File: src/rtl/uart_tx_frame_if.sv
// ---------------------------------------------------------------------------
// uart_tx_frame_if
// Groups the parallel request side and the serial/status side of the UART
// frame transmitter into one bundle.
//
//   P_DATA      parallel byte to send
//   Data_Valid  request strobe (single cycle or held)
//   PAR_EN      1 = append a parity bit after the data bits
//   PAR_TYP     0 = even parity, 1 = odd parity
//   TX_OUT      serial line, idles high
//   busy        high from start bit through stop bit
//   hold_full   one-entry holding register occupied
//
// master : the requester (drives the byte and strobe, observes the line)
// slave  : the transmitter
// ---------------------------------------------------------------------------
interface uart_tx_frame_if #(
  parameter int DATA_WIDTH = 8
);
  logic [DATA_WIDTH-1:0] P_DATA;
  logic                  Data_Valid;
  logic                  PAR_EN;
  logic                  PAR_TYP;
  logic                  TX_OUT;
  logic                  busy;
  logic                  hold_full;

  modport master (
    output P_DATA,
    output Data_Valid,
    output PAR_EN,
    output PAR_TYP,
    input  TX_OUT,
    input  busy,
    input  hold_full
  );

  modport slave (
    input  P_DATA,
    input  Data_Valid,
    input  PAR_EN,
    input  PAR_TYP,
    output TX_OUT,
    output busy,
    output hold_full
  );
endinterface

File: src/rtl/uart_tx_frame.sv
// ---------------------------------------------------------------------------
// uart_tx_frame
// Serialises one parallel word per request onto a single line, one bit per
// CLK cycle: start bit (0), DATA_WIDTH data bits LSB first, optional parity
// bit, one stop bit (1). CLK is already the bit clock.
//
// Ports:
//   CLK  in   bit clock, all state changes on its rising edge
//   RST  in   synchronous active-low reset
//   bus  slave modport of uart_tx_frame_if (P_DATA, Data_Valid, PAR_EN,
//        PAR_TYP in; TX_OUT, busy, hold_full out)
//
// Optional feature, macro UART_TX_HOLD_REG_EN:
//   defined   - a one-entry holding register accepts a request while a frame
//               is in flight; it is launched back-to-back after the stop bit.
//   undefined - requests while busy are dropped and hold_full is constant 0.
// ---------------------------------------------------------------------------
module uart_tx_frame #(
  parameter int DATA_WIDTH = 8
) (
  input  logic           CLK,
  input  logic           RST,
  uart_tx_frame_if.slave bus
);

  localparam int CW = (DATA_WIDTH > 1) ? $clog2(DATA_WIDTH) : 1;
  localparam logic [CW-1:0] LAST_BIT = CW'(DATA_WIDTH - 1);

  typedef enum logic [2:0] {
    S_IDLE   = 3'd0,
    S_START  = 3'd1,
    S_DATA   = 3'd2,
    S_PARITY = 3'd3,
    S_STOP   = 3'd4
  } state_t;

  // Parity is resolved when the word is latched, because the shift register
  // no longer holds the data by the time the parity bit is sent.
  function automatic logic frame_parity(input logic [DATA_WIDTH-1:0] data,
                                        input logic                  odd);
    frame_parity = (^data) ^ odd;
  endfunction

  state_t                r_state;
  logic                  r_tx;
  logic                  r_busy;
  logic [DATA_WIDTH-1:0] r_shift;
  logic [CW-1:0]         r_cnt;
  logic                  r_par_en;
  logic                  r_par_bit;

  state_t                w_state;
  logic                  w_tx;
  logic                  w_busy;
  logic [DATA_WIDTH-1:0] w_shift;
  logic [CW-1:0]         w_cnt;
  logic                  w_par_en;
  logic                  w_par_bit;

`ifdef UART_TX_HOLD_REG_EN
  logic [DATA_WIDTH-1:0] r_hold_data;
  logic                  r_hold_par_en;
  logic                  r_hold_par_bit;
  logic                  r_hold_full;

  logic [DATA_WIDTH-1:0] w_hold_data;
  logic                  w_hold_par_en;
  logic                  w_hold_par_bit;
  logic                  w_hold_full;
  logic                  w_take_hold;
`endif

  // Next-state, next-output and datapath update for the frame FSM.
  always_comb begin
    w_state   = r_state;
    w_tx      = r_tx;
    w_busy    = r_busy;
    w_shift   = r_shift;
    w_cnt     = r_cnt;
    w_par_en  = r_par_en;
    w_par_bit = r_par_bit;
`ifdef UART_TX_HOLD_REG_EN
    w_take_hold = 1'b0;
`endif

    case (r_state)
      S_IDLE: begin
        w_tx   = 1'b1;
        w_busy = 1'b0;
`ifdef UART_TX_HOLD_REG_EN
        // A word loaded on the final stop edge lands here; it wins over a
        // fresh request so nothing already accepted is lost.
        if (r_hold_full) begin
          w_take_hold = 1'b1;
          w_state     = S_START;
          w_tx        = 1'b0;
          w_busy      = 1'b1;
          w_shift     = r_hold_data;
          w_par_en    = r_hold_par_en;
          w_par_bit   = r_hold_par_bit;
        end else if (bus.Data_Valid) begin
`else
        if (bus.Data_Valid) begin
`endif
          w_state   = S_START;
          w_tx      = 1'b0;
          w_busy    = 1'b1;
          w_shift   = bus.P_DATA;
          w_par_en  = bus.PAR_EN;
          w_par_bit = frame_parity(bus.P_DATA, bus.PAR_TYP);
        end else begin
          w_state = S_IDLE;
        end
      end

      S_START: begin
        // Start bit is on the line; present data bit 0 next.
        w_state = S_DATA;
        w_tx    = r_shift[0];
        w_shift = r_shift >> 1;
        w_cnt   = {CW{1'b0}};
        w_busy  = 1'b1;
      end

      S_DATA: begin
        w_busy = 1'b1;
        if (r_cnt == LAST_BIT) begin
          w_cnt = {CW{1'b0}};
          if (r_par_en) begin
            w_state = S_PARITY;
            w_tx    = r_par_bit;
          end else begin
            w_state = S_STOP;
            w_tx    = 1'b1;
          end
        end else begin
          w_tx    = r_shift[0];
          w_shift = r_shift >> 1;
          w_cnt   = r_cnt + CW'(1);
        end
      end

      S_PARITY: begin
        w_state = S_STOP;
        w_tx    = 1'b1;
        w_busy  = 1'b1;
      end

      S_STOP: begin
`ifdef UART_TX_HOLD_REG_EN
        if (r_hold_full) begin
          // Back-to-back hand-off: no idle cycle between frames.
          w_take_hold = 1'b1;
          w_state     = S_START;
          w_tx        = 1'b0;
          w_busy      = 1'b1;
          w_shift     = r_hold_data;
          w_par_en    = r_hold_par_en;
          w_par_bit   = r_hold_par_bit;
        end else begin
          w_state = S_IDLE;
          w_tx    = 1'b1;
          w_busy  = 1'b0;
        end
`else
        w_state = S_IDLE;
        w_tx    = 1'b1;
        w_busy  = 1'b0;
`endif
      end

      default: begin
        w_state = S_IDLE;
        w_tx    = 1'b1;
        w_busy  = 1'b0;
        w_cnt   = {CW{1'b0}};
        w_shift = {DATA_WIDTH{1'b0}};
      end
    endcase

`ifdef UART_TX_HOLD_REG_EN
    w_hold_data    = r_hold_data;
    w_hold_par_en  = r_hold_par_en;
    w_hold_par_bit = r_hold_par_bit;
    w_hold_full    = r_hold_full;
    // A hand-off only happens with the register full, so a request on that
    // edge is dropped by the full check below as well.
    if (w_take_hold) begin
      w_hold_full = 1'b0;
    end else if (r_busy && !r_hold_full && bus.Data_Valid) begin
      w_hold_data    = bus.P_DATA;
      w_hold_par_en  = bus.PAR_EN;
      w_hold_par_bit = frame_parity(bus.P_DATA, bus.PAR_TYP);
      w_hold_full    = 1'b1;
    end else begin
      w_hold_full = r_hold_full;
    end
`endif
  end

  // State and datapath registers with synchronous active-low reset.
  always_ff @(posedge CLK) begin
    if (!RST) begin
      r_state   <= S_IDLE;
      r_tx      <= 1'b1;
      r_busy    <= 1'b0;
      r_shift   <= {DATA_WIDTH{1'b0}};
      r_cnt     <= {CW{1'b0}};
      r_par_en  <= 1'b0;
      r_par_bit <= 1'b0;
    end else begin
      r_state   <= w_state;
      r_tx      <= w_tx;
      r_busy    <= w_busy;
      r_shift   <= w_shift;
      r_cnt     <= w_cnt;
      r_par_en  <= w_par_en;
      r_par_bit <= w_par_bit;
    end
  end

`ifdef UART_TX_HOLD_REG_EN
  // Holding register for one request accepted during a frame.
  always_ff @(posedge CLK) begin
    if (!RST) begin
      r_hold_data    <= {DATA_WIDTH{1'b0}};
      r_hold_par_en  <= 1'b0;
      r_hold_par_bit <= 1'b0;
      r_hold_full    <= 1'b0;
    end else begin
      r_hold_data    <= w_hold_data;
      r_hold_par_en  <= w_hold_par_en;
      r_hold_par_bit <= w_hold_par_bit;
      r_hold_full    <= w_hold_full;
    end
  end

  assign bus.hold_full = r_hold_full;
`else
  assign bus.hold_full = 1'b0;
`endif

  assign bus.TX_OUT = r_tx;
  assign bus.busy   = r_busy;

endmodule

File: src/flat_wrapper.sv
// flat-port wrapper written by rule: the top's interface ports become plain ports
module uart_tx_frame_flat 
#(
  parameter int DATA_WIDTH = 8
)
  (CLK, RST, bus_P_DATA, bus_Data_Valid, bus_PAR_EN, bus_PAR_TYP, bus_TX_OUT, bus_busy, bus_hold_full);
  uart_tx_frame_if #(.DATA_WIDTH(DATA_WIDTH)) bus_i ();
  input  logic CLK;
  input  logic RST;
  input wire logic [$bits(bus_i.P_DATA)-1:0] bus_P_DATA;
  input wire logic [$bits(bus_i.Data_Valid)-1:0] bus_Data_Valid;
  input wire logic [$bits(bus_i.PAR_EN)-1:0] bus_PAR_EN;
  input wire logic [$bits(bus_i.PAR_TYP)-1:0] bus_PAR_TYP;
  output wire logic [$bits(bus_i.TX_OUT)-1:0] bus_TX_OUT;
  output wire logic [$bits(bus_i.busy)-1:0] bus_busy;
  output wire logic [$bits(bus_i.hold_full)-1:0] bus_hold_full;
  assign bus_i.P_DATA = bus_P_DATA;
  assign bus_i.Data_Valid = bus_Data_Valid;
  assign bus_i.PAR_EN = bus_PAR_EN;
  assign bus_i.PAR_TYP = bus_PAR_TYP;
  assign bus_TX_OUT = bus_i.TX_OUT;
  assign bus_busy = bus_i.busy;
  assign bus_hold_full = bus_i.hold_full;
  uart_tx_frame #(.DATA_WIDTH(DATA_WIDTH)) u_core (.CLK(CLK), .RST(RST), .bus(bus_i));
endmodule
File: config.mk
export PLATFORM = sky130hd
export DESIGN_NAME = uart_tx_frame_flat
export DESIGN_NICKNAME = d
export VERILOG_FILES = /design/src/rtl/uart_tx_frame_if.sv /design/src/rtl/uart_tx_frame.sv /design/src/flat_wrapper.sv
export SDC_FILE = /design/constraint.sdc
export NUM_CORES = 1
export LEC_CHECK = 0
export ABC_AREA = 1
export CORE_UTILIZATION = 50
export DETAILED_ROUTE_END_ITERATION = 8
export PLACE_DENSITY = 0.75
export REMOVE_ABC_BUFFERS = 1
export SETUP_SLACK_MARGIN = 0.05
export SLEW_MARGIN = 20
export SYNTH_ARGS = -nofsm -noshare
export SYNTH_HDL_FRONTEND = slang
export SYNTH_SLANG_ARGS = --single-unit
File: constraint.sdc
create_clock -name CLK -period 1.8 [get_ports CLK]
set_input_delay 0.18 -clock CLK [delete_from_list [all_inputs] [get_ports CLK]]
set_output_delay 0.18 -clock CLK [all_outputs]
set_load 0.01 [all_outputs]
# Word-level counts from Yosys, hierarchy flattened
# Cells that the tools add are included.
# word_totals
ff_bits	18
elab_cells	40
input_bits	13
out_inout_bits	3
# op_classes
mux	15
n_eq_ne	8
addsub	1
n_bitwise	2
n_reduce_logical	7
# op_table
operator	n
case mux 8 bit (4 select lines)	1
2-to-1 mux 8 bit	2
case mux 3 bit (4 select lines)	1
2-to-1 mux 3 bit	3
parity 8 bit	1
equality test 3 x 2 -> 1 bit (second input constant)	2
equality test 3 bit (second input constant)	2
case mux 3 bit (2 select lines)	1
OR reduction 3 bit	2
2-to-1 mux 1 bit	5
inequality test 2 bit (second input constant)	2
adder 3 x 1 -> 3 bit (second input constant)	1
equality test 3 x 1 -> 1 bit (second input constant)	1
zero test 3 bit	1
case mux 1 bit (3 select lines)	1
AND reduction 3 bit	1
inequality test 2 x 1 -> 1 bit (second input constant)	1
case mux 1 bit (2 select lines)	1
AND reduction 2 bit	1
OR reduction 2 bit	1
NOT 1 bit	1
bitwise XOR 1 bit	1

# Depth between registers and ports, before layout
# depth
depth_word	4
mapped_depth	10

# Worst setup path before layout
# OpenSTA, ideal clock, no wires.
# synth_path
path_type	flip-flop to flip-flop
start	reg u_core.r_cnt[0]
end	reg u_core.r_shift[0]
path_stages_with_launch	8
path_buffers	0
arrival_ns	1.146
setup_slack_ns	0.584
setup_time_ns	0.069
path_cell_list	dfxtp_1 ha_1 ha_1 nand2_2 nand3_4 inv_4 nand2_1 a21oi_2
# synth_between
elab_chain_len	3
# synth_lines
item	line	text
from (decl)	uart_tx_frame.sv:48	logic [CW-1:0] r_cnt;
from (signal assigned)	uart_tx_frame.sv:208	r_cnt <= {CW{1'b0}};
from (signal assigned)	uart_tx_frame.sv:216	r_cnt <= w_cnt;
equality test 3 bit	uart_tx_frame.sv:127	if (r_cnt == LAST_BIT) begin
inequality test 2 bit (no line)	-	
AND reduction 3 bit (no line)	-	
to (signal assigned)	uart_tx_frame.sv:207	r_shift <= {DATA_WIDTH{1'b0}};
to (signal assigned)	uart_tx_frame.sv:215	r_shift <= w_shift;
to (decl)	uart_tx_frame.sv:47	logic [DATA_WIDTH-1:0] r_shift;
# Every way passes these cells.
# A chain may end at the register's enable or synchronous reset.

# Final worst setup path
# layout_path
start	reg u_core.r_state[0]
end	reg u_core.r_par_en
# layout_between
elab_chain_len	2
# layout_lines
item	line	text
from (decl)	uart_tx_frame.sv:44	state_t r_state;
from (signal assigned)	uart_tx_frame.sv:212	r_state <= w_state;
zero test 3 bit	uart_tx_frame.sv:86	case (r_state)
AND reduction 2 bit (no line)	-	
to (signal assigned)	uart_tx_frame.sv:217	r_par_en <= w_par_en;
to (decl)	uart_tx_frame.sv:49	logic r_par_en;
# Every way passes these cells.

==> out/metrics.yaml <==
place_area_mm2: 0.00120
cp_max_fo: 9
switching_share_pct: 35.9
start_util_pct: 52.9
place_hpwl_um: 1660
fin_nets: 185
drv_slew: 0
synth_fa_ha_area_share_pct: 2.44
ir_drop_mv: 0.475
skew_ns: 0.00460
cts_setup_buffers: 0
timing.final.crit_share_pct: 77.6
cts_tree: "yes"
use_met2_pct: 35.3
met1_usage_pct: 25.1
grt-busiest-layer: "met2"
synthXorXnorAreaFrac_pct: 1.71
syn_inst: 152
grt_max_degree: 11
finalCriticalPeriod_ns: 1.40
worstSetupPathType: "reg2reg"
hp-class: "in2reg"
cp_cell_sequence: "nor2_2, nand2_4, nor2_1, inv_1, o21ai_0, a21oi_1"
status: "finished clean"
rows: 16
via_per_inst: 5.04
clkPwrFrac_pct: 22.8
arrival_ns: 1.60
drive_gt1_share_pct: 13.0
startpoint_type: "flip-flop"
n_antenna_cell: 0
drv_cap: 0
cts_resized: 0
rsz0062_at_grt: "no"
coreArea_mm2: 0.00194
drcViolationCount: 0
die_area_mm2: 0.00224
ys_ff_latch: 18
grt_pass1_wl_um: 3280
drt_iter0_drc: 36
setup_violations: 0
wirelength_um: 2050
syn_area_mm2: 0.00103
p_comb_share_pct: 33.3
tns_ns: 0
postCtsHoldBufs: 0
io_pins: 16
grtUsageTotal_pct: 20.8
end_kind: "flip-flop"
total_power_mw: 1.13
wl_per_cell_um: 10.4
globalRouteMet3Util_pct: 2.31
switchingPower_mw: 0.404
final_area_mm2: 0.00123
vias: 988
worst_slack_ns: 0.404
synth_mux_area_share_pct: 0
ys_types: 28
clkTransAtPathRegs_ns: 0.10
cts_root_buf: "clkbuf_4"
cts_buffers: 3
drtAntennaViolNets: 0
power.share.sequential_pct: 43.9
cts_htree_levels: 1
slowest_stage: "dfxtp_1"
io_buffers: 14
syn2layout_area_growth_pct: 20.1
max_freq_ghz: 0.716
leakage_nw: 0.563
synth_compound_area_share_pct: 16.0
grt_pass1_vias: 852
clock_sinks: 18
gr-total-overflow: 0
die_y_um: 47.3
synth_top_family_by_area: "simple AND/OR/NAND/NOR gates"
yosys_warnings: 0
cts_max_path_buffers: 2
gp_congestion: 0.828
internal-power_mw: 0.723
cpPeakStageDelay_ns: 0.39
critPathRequiredTime_ns: 2.00
fp.dieW_um: 47.3
pre_cts_slack_ns: 0.396
synth_area_per_cell_um2: 6.76
yosysSeqAreaShare_pct: 35.1
yosys.area_share.simple_pct: 35.6
final_hold_viol_count: 0
clock_latency_ns: 0.30
p_per_area_mw_per_mm2: 913
first_pass_iters: 4
antenna_found_initial: 0
==> layout make-up <==
cell class              count  area (µm²)
clock buffers               4        36.3
fillers                   182         708
inverters                  20        80.1
multi-input cells         112         576
flip-flops and latches     18         360
well taps                  27        33.8
repair buffers             15         148
==> critical path: cells and delay by family (launching register included) <==
kind	cells	cell delay (ns)
AO/OA/AOI/OAI	2	0.21
buffers and inverters	1	0.11
flip-flops	1	0.39
AND/OR/NAND/NOR	3	0.58
==> cells by family (layout without fill, tap and decap cells) <==
logic type,Yosys count,after routing
XOR/XNOR,2,2
AND/OR/NAND/NOR,82,82
AO/OA/AOI/OAI,25,25
buffers and inverters,22,39
flip-flops,18,18
other,1,1
adder cells (fa/ha/maj),2,2
==> final timing paths <==
path                                   startpoint              end  slack [ns]  cells past startpoint
worst min register to register    u_core.r_cnt[1]  u_core.r_cnt[1]        0.48                      2
worst max-delay path            u_core.r_state[0]  u_core.r_par_en        0.40                      6
worst min-delay path                          RST  u_core.r_par_en        0.47                      3
worst max register to register  u_core.r_state[0]  u_core.r_par_en        0.40                      6
==> per-stage QoR <==
| step | util [%] | hold WS, ns | cells |
|---|---|---|---|
| floorplan | - | 0.318 | 150 |
| global placement | 61.7 | 0.456 | 192 |
| detailed placement | 61.7 | 0.458 | 192 |
| CTS | 63.5 | 0.471 | 196 |
| global route | 63.5 | 0.500 | 196 |
| finish | 63.5 | 0.475 | 196 |
==> Yosys cell counts <==
library cell,count,share of area [%]
nand2_1,60,22
dfxtp_1,18,35
inv_1,16,5.8
nand3_1,8,3.9
o21ai_0,8,3.9
a21oi_2,7,6.0
nor2_1,6,2.2
a21oi_1,5,2.4
a211oi_1,2,1.5
ha_1,2,2.4
inv_4,2,1.2
nand2_4,2,2.2
a31oi_1,1,0.61
buf_1,1,0.37
buf_4,1,0.73
clkinv_1,1,0.37
conb_1,1,0.37
inv_2,1,0.37
nand2_2,1,0.61
nand3_2,1,0.97
nand3_4,1,1.7
nor2_2,1,0.61
nor3_1,1,0.49
nor3_2,1,0.97
o2111ai_1,1,0.85
o21a_1,1,0.73
xnor2_1,1,0.85
xor2_1,1,0.85
==> power groups by stage <==
stage / Clock [mW] / Combinational (mW) / Sequential [mW]
floorplan: 0 / 0.270 / 0.496
global placement: 0 / 0.366 / 0.499
detailed placement: 0 / 0.375 / 0.502
CTS: 0.256 / 0.375 / 0.494
global route: 0.272 / 0.421 / 0.501
finish: 0.257 / 0.375 / 0.495
==> sequential cells by signal, summed over array words and instances (netlist names) <==
signal / flops
u_core.r_shift: 8
u_core.r_cnt: 3
u_core.r_state: 3
u_core.bus.TX_OUT: 1
u_core.bus.busy: 1
u_core.r_par_bit: 1
u_core.r_par_en: 1
==> cell usage in the layout, fill, tap and decap left out, types with 2 or more instances in the layout <==
cell and instances:
a211oi_1 2, a21oi_1 5, a21oi_2 7, clkbuf_4 3, clkdlybuf4s50_1 14, dfxtp_1 18, ha_1 2, inv_1 16
inv_4 2, nand2_1 60, nand2_4 2, nand3_1 8, nor2_1 6, o21ai_0 8
==> routing by layer <==
metal | vias to the layer above | part of all wire [%]
met5 | - | 0
met4 | 0 | 1.9
met3 | 5 | 2.9
met2 | 28 | 50
met1 | 440 | 45
li1 | 515 | -
(Power assumes the default switching activity.)
